## config.mk

```make
export PLATFORM = sky130hd
export DESIGN_NAME = ifetch_unit
export DESIGN_NICKNAME = d
export VERILOG_FILES = /design/src/rtl/cpu_pkg.sv /design/src/rtl/fetch_fifo.sv /design/src/rtl/ifetch_unit.sv
export SDC_FILE = /design/constraint.sdc
export NUM_CORES = 1
export LEC_CHECK = 0
export ABC_AREA = 1
export BUFFER_PORTS_ARGS = -buffer_cell sky130_fd_sc_hd__buf_2
export CORE_ASPECT_RATIO = 1.4
export CORE_UTILIZATION = 48
export CTS_CLUSTER_SIZE = 8
export DETAILED_ROUTE_END_ITERATION = 10
export PLACE_DENSITY = 0.76
export SETUP_SLACK_MARGIN = 0.2
export SYNTH_ARGS = -nofsm -noshare
export SYNTH_HDL_FRONTEND = slang
export SYNTH_SLANG_ARGS = --single-unit
export TNS_END_PERCENT = 10
```

## constraint.sdc

```tcl
create_clock -name clk -period 2.6 [get_ports clk]
set_input_delay 0.13 -clock clk [delete_from_list [all_inputs] [get_ports clk]]
set_output_delay 0.13 -clock clk [all_outputs]
set_load 0.01 [all_outputs]
```

## src/rtl/cpu_pkg.sv

```systemverilog
// Types and constants shared by the instruction fetch front end.
package cpu_pkg;

    localparam logic [31:0] DEFAULT_RESET_PC = 32'h0000_0000;
    localparam logic [31:0] NOP_INSTR        = 32'h0000_0013;

    typedef struct packed {
        logic [31:0] pc;
        logic [31:0] instr;
    } fetch_entry_t;

    typedef enum logic {
        S_BOOT,
        S_FETCH
    } ifetch_state_e;

endpackage

```

## src/rtl/fetch_fifo.sv

```systemverilog
// Instruction buffer between fetch and decode; flush wins over push and pop.
module fetch_fifo
    import cpu_pkg::*;
#(
    parameter int FIFO_DEPTH = 2
) (
    input  logic                               clk,
    input  logic                               rst_n,
    input  logic                               flush,
    input  logic                               push,
    input  fetch_entry_t                       push_data,
    input  logic                               pop,
    output fetch_entry_t                       head,
    output logic [$clog2(FIFO_DEPTH + 1)-1:0]  count,
    output logic                               full,
    output logic                               empty
);

    localparam int AW = $clog2(FIFO_DEPTH);
    localparam int CW = $clog2(FIFO_DEPTH + 1);

    fetch_entry_t  mem_q [FIFO_DEPTH];
    fetch_entry_t  mem_d [FIFO_DEPTH];
    logic [AW-1:0] wr_ptr_q, wr_ptr_d;
    logic [AW-1:0] rd_ptr_q, rd_ptr_d;
    logic [CW-1:0] count_q, count_d;
    logic          do_push, do_pop;

    assign full    = (count_q == CW'(FIFO_DEPTH));
    assign empty   = (count_q == '0);
    assign do_pop  = pop && !empty;
    // A full buffer may still accept a write when the head leaves the same cycle.
    assign do_push = push && (!full || do_pop);

    always_comb begin
        mem_d    = mem_q;
        wr_ptr_d = wr_ptr_q;
        rd_ptr_d = rd_ptr_q;
        count_d  = count_q;
        if (flush) begin
            wr_ptr_d = '0;
            rd_ptr_d = '0;
            count_d  = '0;
        end else begin
            if (do_push) begin
                mem_d[wr_ptr_q] = push_data;
                wr_ptr_d        = wr_ptr_q + AW'(1);
            end
            if (do_pop) begin
                rd_ptr_d = rd_ptr_q + AW'(1);
            end
            count_d = count_q + CW'(do_push) - CW'(do_pop);
        end
    end

    always_ff @(posedge clk or negedge rst_n) begin
        if (!rst_n) begin
            mem_q    <= '{default: '0};
            wr_ptr_q <= '0;
            rd_ptr_q <= '0;
            count_q  <= '0;
        end else begin
            mem_q    <= mem_d;
            wr_ptr_q <= wr_ptr_d;
            rd_ptr_q <= rd_ptr_d;
            count_q  <= count_d;
        end
    end

    assign head  = mem_q[rd_ptr_q];
    assign count = count_q;

endmodule

```

## src/rtl/ifetch_unit.sv

```systemverilog
// Fetch stage: owns the PC, issues credit-limited imem reads, buffers responses
// for decode and discards responses that were already in flight at a redirect.
module ifetch_unit
    import cpu_pkg::*;
#(
    parameter logic [31:0] RESET_PC   = DEFAULT_RESET_PC,
    parameter int          FIFO_DEPTH = 2,
    parameter int          MAX_OUTST  = 2
) (
    input  logic                              clk,
    input  logic                              rst_n,
    input  logic                              fetch_en,
    input  logic                              redirect_valid,
    input  logic [31:0]                       redirect_pc,
    output logic                              imem_req_valid,
    input  logic                              imem_req_ready,
    output logic [31:0]                       imem_addr,
    input  logic                              imem_rsp_valid,
    input  logic [31:0]                       imem_rsp_data,
    output logic                              instr_valid,
    input  logic                              instr_ready,
    output logic [31:0]                       instr,
    output logic [31:0]                       instr_pc,
    output logic [$clog2(MAX_OUTST + 1)-1:0]  outst_cnt
);

    localparam int                CNT_W       = $clog2(MAX_OUTST + 1);
    localparam int                FCW         = $clog2(FIFO_DEPTH + 1);
    localparam logic [CNT_W-1:0]  MAX_OUTST_C = CNT_W'(MAX_OUTST);

    ifetch_state_e    state_q, state_d;
    logic [31:0]      fetch_pc_q, fetch_pc_d;
    logic [31:0]      rsp_pc_q, rsp_pc_d;
    logic [CNT_W-1:0] outst_cnt_q, outst_cnt_d;
    logic [CNT_W-1:0] drop_cnt_q, drop_cnt_d;

    logic [FCW-1:0]   fifo_count;
    logic             fifo_full, fifo_empty, fifo_push, fifo_pop;
    fetch_entry_t     fifo_head, push_entry;
    logic             has_credit, issue, rsp_take;
    logic             unused_bits;

    assign unused_bits = ^{redirect_pc[1:0], fifo_full};

    // Every outstanding request owns a future FIFO slot, so responses can never overflow it.
    assign has_credit = (outst_cnt_q < MAX_OUTST_C) &&
                        ((32'(outst_cnt_q) + 32'(fifo_count)) < 32'(FIFO_DEPTH));

    assign imem_req_valid = (state_q == S_FETCH) && fetch_en && !redirect_valid && has_credit;
    assign imem_addr      = fetch_pc_q;
    assign issue          = imem_req_valid && imem_req_ready;
    assign rsp_take       = imem_rsp_valid && (outst_cnt_q != '0);
    assign push_entry     = '{pc: rsp_pc_q, instr: imem_rsp_data};

    always_comb begin
        state_d     = S_FETCH;
        fetch_pc_d  = fetch_pc_q;
        rsp_pc_d    = rsp_pc_q;
        outst_cnt_d = outst_cnt_q;
        drop_cnt_d  = drop_cnt_q;
        fifo_push   = 1'b0;
        if (redirect_valid) begin
            fetch_pc_d  = {redirect_pc[31:2], 2'b00};
            rsp_pc_d    = {redirect_pc[31:2], 2'b00};
            outst_cnt_d = outst_cnt_q - CNT_W'(rsp_take);
            drop_cnt_d  = outst_cnt_q - CNT_W'(rsp_take);
        end else begin
            if (issue) begin
                fetch_pc_d = fetch_pc_q + 32'd4;
            end
            outst_cnt_d = outst_cnt_q + CNT_W'(issue) - CNT_W'(rsp_take);
            if (rsp_take) begin
                if (drop_cnt_q != '0) begin
                    drop_cnt_d = drop_cnt_q - CNT_W'(1);
                end else begin
                    fifo_push = 1'b1;
                    rsp_pc_d  = rsp_pc_q + 32'd4;
                end
            end
        end
    end

    always_ff @(posedge clk or negedge rst_n) begin
        if (!rst_n) begin
            state_q     <= S_BOOT;
            fetch_pc_q  <= RESET_PC;
            rsp_pc_q    <= RESET_PC;
            outst_cnt_q <= '0;
            drop_cnt_q  <= '0;
        end else begin
            state_q     <= state_d;
            fetch_pc_q  <= fetch_pc_d;
            rsp_pc_q    <= rsp_pc_d;
            outst_cnt_q <= outst_cnt_d;
            drop_cnt_q  <= drop_cnt_d;
        end
    end

    // A redirect cycle flushes the buffer, so a decode handshake in it is void.
    assign fifo_pop = instr_valid && instr_ready && !redirect_valid;

    fetch_fifo #(
        .FIFO_DEPTH (FIFO_DEPTH)
    ) u_fifo (
        .clk       (clk),
        .rst_n     (rst_n),
        .flush     (redirect_valid),
        .push      (fifo_push),
        .push_data (push_entry),
        .pop       (fifo_pop),
        .head      (fifo_head),
        .count     (fifo_count),
        .full      (fifo_full),
        .empty     (fifo_empty)
    );

    assign instr_valid = !fifo_empty;
    assign instr       = fifo_head.instr;
    assign instr_pc    = fifo_head.pc;
    assign outst_cnt   = outst_cnt_q;

`ifndef SYNTHESIS
    a_rsp_expected: assert property (@(posedge clk) disable iff (!rst_n)
        imem_rsp_valid |-> (outst_cnt_q != '0));
`endif

endmodule

```

After elaboration in Yosys (flattened, before gate mapping)
Index checks and enable logic that the tools add are counted.

word-level totals
  bits in registers = 201
  output and inout bits = 100

cells by class
  $add $sub $neg = 11
  $lt $le $gt $ge = 5
  equality and inequality tests = 2
  multiplexer cells = 23
  bitwise logic cells = 3
  reduce and logical (&&, ||, !) cells = 26

operators with widths
  kind                     count
  $mux W64                 4
  $mux W32                 5
  $bwmux W128              1
  $add A32 B3 Y32 const B  2
  $demux W64 S1            1
  $reduce_bool A2 Y1       7
  $logic_and A1 B1 Y1      11
  $mux W2                  5
  $mux W1                  7
  $reduce_and A2 Y1        3
  $sub A2 B1 Y2            3
  $add A2 B1 Y2            2
  $ge A2 B2 Y1 const B     2
  $not A1 Y2               2
  $add A2 B2 Y3            1
  $logic_not A1 Y1         3
  $lt A3 B2 Y1 const B     1
  $add A1 B1 Y1 const B    2
  $eq A2 B2 Y1 const B     1
  $logic_not A2 Y1         1
  $lt A2 B1 Y1 const B     1
  $lt A2 B2 Y1 const B     1
  $ne A2 B2 Y1 const B     1
  $sub A2 B1 Y2 const B    1
  other kinds (2)          2

Longest topological paths before layout
Gate-level depths: netlist (run 1).

  depth in word-level cells = 10
  gate-level depth with buffers = 13
  gate-level depth less buffers = 13

By module
From an unflattened synthesis (run 1), not the netlist that was laid out.

unflattened totals
  cell total of the unflattened synthesis = 1514
  area, all modules = 11218.3 sq um

by module, submodules not included
  module       instances  cells each  area an instance (sq um)  seq. area each (sq um)
  fetch_fifo   1          814         6522.5                    3303.2
  ifetch_unit  1          700         4695.8                    1626.6

Worst setup path after synthesis (run 1)
No wires, ideal clock.

  kind = reg-to-reg
  start = reg outst_cnt_q[0], in the netlist outst_cnt[0]
  end = reg outst_cnt_q[1], in the netlist outst_cnt[1]
  data arrival time = 2308 ps
  required time = 2468 ps
  slack = 160 ps
  stages on the path, launching flop included = 14
  period minus slack after synthesis = 2440 ps
  cell sequence = dfrtp_1 -> nand2_1 -> inv_1 -> fa_1 -> nor2_1 -> nand2_1 -> nor2_4 -> nand2_2 -> ha_1 -> inv_1 -> ha_1 -> xor2_1 -> xor2_1 -> o21bai_1

between the ends
  cells in the longest elaborated chain, start to end = 8
  elaborated cells between the ends (all ways) = 12

RTL lines
  what                      RTL line           RTL
  from (decl)               ifetch_unit.sv:34  logic [CNT_W-1:0] outst_cnt_q, outst_cnt_d;
  from (signal assigned)    ifetch_unit.sv:94  outst_cnt_q <= outst_cnt_d;
  $add A2 B2 Y3             ifetch_unit.sv:47  ((32'(outst_cnt_q) + 32'(fifo_count)) < 32'(FIFO_DEPTH));
  $lt A3 B2 Y1              ifetch_unit.sv:47
  $logic_and A1 B1 Y1 *     ifetch_unit.sv:46  assign has_credit = (outst_cnt_q < MAX_OUTST_C) &&
  $logic_and A1 B1 Y1 *     ifetch_unit.sv:49  assign imem_req_valid = (state_q == S_FETCH) && fetch_en && !redirect_valid && has_credit;
  named net imem_req_valid  ifetch_unit.sv:15  output logic imem_req_valid,
  $logic_and A1 B1 Y1 *     ifetch_unit.sv:51  assign issue = imem_req_valid && imem_req_ready;
  $add A2 B1 Y2 *           ifetch_unit.sv:71  outst_cnt_d = outst_cnt_q + CNT_W'(issue) - CNT_W'(rsp_take);
  $sub A2 B1 Y2 *           ifetch_unit.sv:71
  $mux W2 *                 ifetch_unit.sv:62  if (redirect_valid) begin
  named net outst_cnt_d[1]  ifetch_unit.sv:34

The timed path passes the listed nets; every way through them passes the cells marked *.
A chain may end at the register's enable or synchronous reset.

Final worst setup path (run 1)
  start = reg outst_cnt_q[0], in the netlist outst_cnt[0]
  end = reg outst_cnt_q[1], in the netlist outst_cnt[1]

between the ends
  cells in the longest elaborated chain, start to end = 8
  elaborated cells between the ends (all ways) = 12

RTL lines
  what                      RTL line
  $add A2 B2 Y3             ifetch_unit.sv:47
  $lt A3 B2 Y1              ifetch_unit.sv:47
  $logic_and A1 B1 Y1       ifetch_unit.sv:46
  $logic_and A1 B1 Y1       ifetch_unit.sv:49
  $logic_and A1 B1 Y1       ifetch_unit.sv:51
  $add A2 B1 Y2             ifetch_unit.sv:71
  $sub A2 B1 Y2             ifetch_unit.sv:71
  $mux W2 *                 ifetch_unit.sv:62
  named net outst_cnt_d[1]  ifetch_unit.sv:34

Marked as above.

==> results of run 1 <==
-- layout make-up --
cell class	instances	area, um^2
inverters	147	554.3
flip-flops and latches	193	4832
fillers	1891	8262
clock inverters	15	171.4
repair buffers	237	1570
well taps	256	320.3
clock buffers	17	425.4
multi-input cells	966	4422
-- critical path, cell delays in order (launching register included) --
cell and delay [ps]:
dfrtp_2 420, nand2_2 60, inv_2 40, fa_1 470, nor2_1 90, nand2_1 90
nor2_4 140, nand2_4 70, ha_4 260, inv_2 30, ha_4 150, xor2_2 180
xor2_1 180, o21bai_1 90
-- power groups by stage --
stage,sequential [mW],clock (mW),combinational (mW)
final,4.59,2.66,3.71
after floorplan,4.54,0,2.38
after detailed placement,4.64,0,3.59
after global routing,4.72,2.84,4.23
after global placement,4.59,0,3.50
after CTS,4.58,2.72,3.69
-- Yosys cell counts, types with 2 or more instances --
cell / n / area share [%]
buf_4: 5 / 0.37
xor2_1: 15 / 1.3
conb_1: 2 / 0.074
nor3_1: 13 / 0.64
nand2_2: 4 / 0.25
inv_1: 143 / 5.3
and2_1: 3 / 0.19
clkbuf_1: 27 / 1.0
o21ai_0: 65 / 3.2
or2_2: 3 / 0.19
nand4_1: 12 / 0.74
nor2_1: 83 / 3.1
nor2_2: 2 / 0.12
buf_2: 10 / 0.50
nand3_1: 60 / 3.0
nand2_4: 3 / 0.33
buf_1: 2 / 0.074
o21ai_1: 108 / 5.4
ha_1: 8 / 0.99
o221ai_1: 2 / 0.17
a31oi_1: 2 / 0.12
buf_6: 13 / 1.4
nor2_8: 2 / 0.40
o21bai_1: 5 / 0.37
xnor2_1: 3 / 0.26
o21ai_2: 5 / 0.43
inv_2: 3 / 0.11
dfrtp_1: 193 / 48
o211ai_1: 11 / 0.82
o31ai_1: 2 / 0.15
a21oi_1: 14 / 0.69
nand2_1: 530 / 20
-- cells by family after synthesis --
group	Yosys count
AO/OA/AOI/OAI	216
other	2
XOR/XNOR	18
AND/OR/NAND/NOR	718
adder cells (fa/ha/maj)	9
buffers and inverters	204
flip-flops	193
-- through the flow --
| stage | area [um^2] | hold slack, ps | instances | utilization (%) |
|---|---|---|---|---|
| final | 12300 | 16.67 | 1831 | 59.81 |
| after detailed placement | 11120 | 214.1 | 1744 | 54.10 |
| after global placement | 11120 | 205.8 | 1744 | 54.10 |
| after CTS | 12250 | 1.808 | 1829 | 59.57 |
| after global routing | 12300 | 30.51 | 1831 | 59.81 |
| after floorplan | 10110 | -165.6 | 1363 | - |
-- flip-flops by register name, summed over array words and instances (netlist names) --
| signal | count |
|---|---|
| u_fifo.mem_q | 124 |
| imem_addr | 30 |
| rsp_pc_q | 30 |
| drop_cnt_q | 2 |
| outst_cnt | 2 |
| u_fifo.count | 2 |
| state_q | 1 |
| u_fifo.rd_ptr_q | 1 |
| u_fifo.wr_ptr_q | 1 |
-- metal layers --
layer  vias up  part of all wire [%]
met3        50                   4.4
met1      4410                    42
met2       300                    50
met4         0                   3.3
met5         -                     0
li1       4674                     -
-- path summary, 6_finish.rpt --
kind	startpoint	endpoint	slack (ps)
max in group asynchronous	rst_n	u_fifo.mem_q[18]	1530
max	outst_cnt[0]	outst_cnt[1]	170
min	redirect_pc[7]	imem_addr[7]	20
min in group asynchronous	rst_n	state_q	260
max reg2reg	outst_cnt[0]	outst_cnt[1]	170
min reg2reg	u_fifo.mem_q[105]	u_fifo.mem_q[105]	480
-- timing repair --
action / 4_1_cts / 5_1_grt
buffers inserted: 1 / 2
pin swaps: 0 / 7
hold endpoints to repair: 170 / 0
endpoints found under the setup margin: 1 / 1
gates resized for setup: 0 / 7
hold buffers: 52 / 0
-- layout by cell type, fill, tap and decap left out, drive strengths merged --
cell type | Yosys | routed
nor2 | 88 | 88
nor3 | 13 | 13
dlygate4sd3 | 0 | 52
nand4 | 12 | 12
a31oi | 2 | 2
o211ai | 11 | 11
nand2 | 537 | 537
o21bai | 5 | 5
clkinvlp | 0 | 1
bufinv | 0 | 2
xnor2 | 3 | 3
o31ai | 2 | 2
fa | 1 | 1
buf | 30 | 184
a21oi | 14 | 14
o22ai | 1 | 1
conb | 2 | 5
o21ai | 179 | 179
inv | 147 | 154
ha | 8 | 8
o221ai | 2 | 2
and2 | 3 | 3
nand3 | 61 | 61
or2 | 4 | 4
dfrtp | 193 | 193
xor2 | 15 | 15
clkbuf | 27 | 18
clkinv | 0 | 5
==> run_results.csv, run 1 <==
group,metric,value,unit
critical_path,worst-endpoint-required,2900,ps
die,die_area,0.02163,mm^2
finish,antenna_cells,0,
global_route,top_usage_layer,"met2",
route,wl_per_cell,14.53,um
power_and_ir_drop,p_switching,4.069,mW
power_and_ir_drop,max-vdd-ir-drop,0.5051,mV
synth,synthArstFlopShare,100.0,%
synth,syn_area_per_cell,7.424,um^2
die,fp.dieH,173.6,um
power_and_ir_drop,power_leakage,6.461,nW
clock_network,cts_tree,"done",
timing,fin_skew,11.34,ps
route,firstDrtPassIters,7,
placement,hpwl,18470,um
timing,fin_crit_sh,93.34,%
route,antenna_left,0,
critical_path,worst_r2r_path_depth,13,
power_and_ir_drop,sw_frac_of_total,37.10,%
power_and_ir_drop,p_int,6.898,mW
synth,synth-adder-area-share,1.190,%
synth,synth.area.mux_share,0,%
min_path,hold_depth,3,
synth,synth-edff-count,0,
timing,setup_viol,0,
placement,io_buffers,164,
synth,ys_seq_area_share,47.83,%
clock_network,h-tree-depth,4,
global_route,antenna_found_initial,0,
global_route,grt_pass1_vias,8951,
outcome,status,"finished, final reports clean",
min_path,hold_class,"in -> reg",
timing,rsz0062_at_grt,"true",
clock_network,clkLatencyLatePin,440,ps
die,rows,62,
clock_network,clock-sinks,193,
route,drc,0,
route,via_count,9434,
critical_path,crit_path_start_kind,"register",
critical_path,critical_path_class,"reg -> reg",
global_route,grtUsageTotal,25.40,%
clock_network,cts_root_buf,"clkbuf_16",
synth,synthesis.yosys.warnings,0,
critical_path,crit_fanout,2,
die,io_pins,171,
timing,relSlewSlack,51.66,%
global_route,grt_overflow,0,
global_route,grt_use_met2,43.42,%
finish,syn_to_final_growth,21.77,%
global_route,use_met3,3.765,%
synth,synth_seq_cells,193,
critical_path,critPathArrivalTime,2730,ps
finish,nets,1642,
synth,yosys.area_share.simple,28.90,%
global_route,grt_max_degree,81,
timing,hold_viol,0,
critical_path,endpoint_kind,"register",
power_and_ir_drop,power_density,892.0,mW/mm^2
timing,post-route-min-period,2427,ps
finish,drive_above_1_share,15.94,%
power_and_ir_drop,power.total,10.97,mW
timing,tns,0,ps
timing,tightest_slew,725.1,ps
synth,synth_xor_area_share,1.561,%
power_and_ir_drop,pwr-share-clk,24.3,%
timing,worst_slack,173.0,ps
timing,max_freq,412.0,MHz
synth,synth.distinct_cells,39,
synth,syn-cell-area,0.01010,mm^2
synth,synth_cells,1360,
clock_network,cts_buffer_depth,2,
synth,synth_top_family_by_area,"simple AND/OR/NAND/NOR gates",
route,drt_iter0_markers,615,
synth,synth_compound_area_share,11.56,%
clock_network,clkTransAtPathRegs,70,ps
placement,gp_congestion,0.9732,
synth,synth-main-ff-cell,"dfrtp_1",
die,core,0.02056,mm^2
timing,drv_slew,0,
die,dieWidth,124.6,um
route,drt_wl_total,26610,um
power_and_ir_drop,pwr-share-seq,41.9,%
global_route,met1_usage,31.80,%
clock_network,numCtsBuffers,17,
route,via_per_inst,5.152,
flow_run,drv_cap,0,
placement,pre_cts_ws,148.0,ps
power_and_ir_drop,combPwrFrac,33.9,%
die,initial_core_util,49.12,%
global_route,grt_pass1_wl,43950,um
(Power assumes the default switching activity.)
==> run 2: changes to the inputs <==
CORE_UTILIZATION = 58   (was 48)
PLACE_DENSITY = 0.87   (was 0.76)
SYNTH_HIERARCHICAL = 1   (was default)
==> run 2 against run 1 <==
Compared with the run above:
- core utilization up 11 points
- highest routed layer unchanged
- clock skew grew 4.2 ps
- maximum frequency up 4.8%
- global-route usage increased by 5.5 points
- first-iteration DRC count grew 35%
- final area rose by 7.4%
- critical endpoint unchanged
- die area is 7.9% lower
- sequential cell count grew 4
==> run_results.csv, run 2 <==
group,metric,value,unit
critical_path,worstPathCellList,"nand2_1 > inv_1 > fa_1 > inv_1 > nand3_2 > nor2_4 > nand2_4 > ha_4 > inv_1 > ha_2 > xor2_2 > xnor2_1 > o21bai_1",
timing,tightest_slew,782.4,ps
route,via_per_inst,5.667,
critical_path,crit_top_cell,"inv_1",
flow_run,drv_cap,0,
synth,synth-edff-count,0,
route,drc,0,
die,core,0.01875,mm^2
clock_network,clock-sinks,197,
critical_path,max_stage_delay,430,ps
synth,yosys.area.top_type_share,43.94,%
power_and_ir_drop,power_density,825.2,mW/mm^2
route,drt_iter0_markers,833,
route,wl_met3,2051,um
die,rows,59,
timing,max_freq,431.8,MHz
finish,syn_to_final_growth,17.69,%
critical_path,crit_fanout,4,
outcome,status,"finished, final reports clean",
route,wl_met1,12210,um
finish,largest_reg_flops,128,
clock_network,h-tree-depth,4,
synth,yosys.area_share.simple,41.07,%
die,initial_core_util,59.83,%
timing,relSlewSlack,47.84,%
critical_path,endpoint_kind,"register",
clock_network,clkLatencyLatePin,440,ps
route,drt_wl_total,30730,um
finish,antenna_cells,0,
synth,yosysTopAreaCell,"dfrtp_1",
die,io_pins,171,
timing,setup_viol,0,
synth,synth_area_leaders,"dfrtp_1 44%, nand2_1 21%, nand4_1 7.6%, nand3_1 3.9%, inv_1 3.0%",
route,wl_met2,15370,um
critical_path,worst-endpoint-required,2900,ps
synth,synth_xor_area_share,0.9369,%
synth,synth_seq_cells,197,
finish,regMostFlops,"u_fifo/mem_q",
timing,hold_viol,0,
synth,synth_compound_area_share,4.528,%
placement,io_buffers,166,
critical_path,critical_path_class,"reg -> reg",
critical_path,cpMaxStageDelayCell,"dfrtp_2",
route,top_layer_used,"met4",
critical_path,crit_path_start_kind,"register",
finish,drive_above_1_share,18.44,%
placement,pre_cts_ws,251.6,ps
min_path,hold_class,"in -> reg",
die,die_area,0.01991,mm^2
die,dieWidth,119.5,um
finish,final_cell_mix,"632 x nand2_1, 193 x dfrtp_1, 165 x buf_2",
power_and_ir_drop,power_leakage,7.033,nW
synth,synthArstFlopShare,100.0,%
timing,worst_slack,284.3,ps
global_route,grt_max_degree,119,
clock_network,clkTransAtPathRegs,80,ps
power_and_ir_drop,max-vdd-ir-drop,0.4066,mV
synth,synth.area.mux_share,0,%
global_route,antenna_found_initial,0,
synth,synth.distinct_cells,42,
global_route,grtUsageTotal,30.93,%
clock_network,cts_root_buf,"clkbuf_16",
die,fp.dieH,166.6,um
power_and_ir_drop,power.total,10.90,mW
finish,fillers,1510,
clock_network,numCtsBuffers,17,
critical_path,critPathArrivalTime,2620,ps
clock_network,cts_buffer_depth,2,
synth,yosysMostFrequentCell,"nand2_1",
route,via_count,11033,
timing,fin_skew,15.50,ps
synth,synth-adder-area-share,0.9592,%
clock_network,cts_tree,"done",
synth,synth_top_family_by_area,"simple AND/OR/NAND/NOR gates",
timing,drv_slew,0,
synth,syn_area_per_cell,7.410,um^2
critical_path,cp_top_family,"adder cells",
timing,fin_crit_sh,89.06,%
finish,final_common_cell,"nand2_1",
synth,syn-cell-area,0.01122,mm^2
finish,nets,1769,
global_route,grt_pass1_vias,10499,
timing,tns,0,ps
placement,hpwl,19610,um
critical_path,cp_num_buf_inv,3,
synth,synth_cells,1514,
placement,gp_congestion,0.8995,
synth,synthTopCellsByCount,"632 x nand2_1, 197 x dfrtp_1, 137 x nand4_1",
route,firstDrtPassIters,8,
timing,rsz0062_at_grt,"false",
route,antenna_left,0,
global_route,grt_overflow,0,
synth,synth-main-ff-cell,"dfrtp_1",
synth,ys_seq_area_share,43.94,%
timing,post-route-min-period,2316,ps
route,wl_per_cell,15.78,um
global_route,grt_pass1_wl,49640,um
synth,synthesis.yosys.warnings,6,
run 2: what timing repair did:
item / CTS / global route
setup buffers: 0 / 3
hold buffers: 52 / 0
gates resized for setup: 0 / 5
endpoints found under the hold margin: 155 / 0
endpoints found under the setup margin: 0 / 50
run 2: final timing paths:
path / start / to / slack (ps) / cells after the start
min: redirect_pc[25] / imem_addr[25] / 10 / 5
max: u_fifo/count[0] / outst_cnt[1] / 280 / 13
min reg2reg: u_fifo/mem_q[61] / u_fifo/mem_q[61] / 470 / 2
max in group asynchronous: rst_n / u_fifo/mem_q[108] / 1490 / 3
min in group asynchronous: rst_n / u_fifo/mem_q[21] / 260 / 2
max reg2reg: u_fifo/count[0] / outst_cnt[1] / 280 / 13
run 2: metal layers:
| layer | track usage (%) | vias up |
|---|---|---|
| met3 | 4.349 | 87 |
| met1 | 38.06 | 5188 |
| met2 | 53.05 | 502 |
| met4 | 14.89 | 0 |
| li1 | - | 5256 |
| met5 | 0 | - |
run 2: area by class of cell:
type | count | area (um^2) | share of cell area (%)
clock buffer | 21 | 470.5 | 3.563
clock inverter | 11 | 100.1 | 0.7581
inverter | 98 | 372.9 | 2.824
multi-input combinational | 1134 | 5396 | 40.87
sequential | 197 | 4935 | 37.38
tap | 244 | 305.3 | 2.312
timing repair buffer | 242 | 1623 | 12.29
run 2: logic make-up (layout without fill, tap and decap cells):
group / Yosys count / after routing
AND/OR/NAND/NOR: 1022 / 1022
flip-flops: 197 / 197
buffers and inverters: 188 / 372
AO/OA/AOI/OAI: 85 / 85
XOR/XNOR: 12 / 12
adder cells (fa/ha/maj): 8 / 8
other: 2 / 7
run 2: where the power goes:
| part | internal, mW | switching, mW |
|---|---|---|
| clock network | 1.40 | 1.17 |
| logic | 1.41 | 2.17 |
| registers | 3.98 | 0.766 |
run 2: metrics by stage:
step	std cells	cell area [um^2]	utilization (%)	hold slack (ps)
3_3_place_gp	1860	12070	64.37	189.4
3_5_place_dp	1860	12070	64.37	189.0
2_1_floorplan	1519	11260	-	-165.6
4_1_cts	1944	13160	70.19	1.696
5_1_grt	1947	13200	70.41	12.03
6_report	1947	13200	70.41	14.55
run 2: tightest hold or removal path: cells and delay by family:
| kind | cells | cell delay (ps) |
|---|---|---|
| and+or+nand+nor | 2 | 100 |
| buffers and inverters | 2 | 130 |
| AOI/OAI and AO/OA | 1 | 60 |
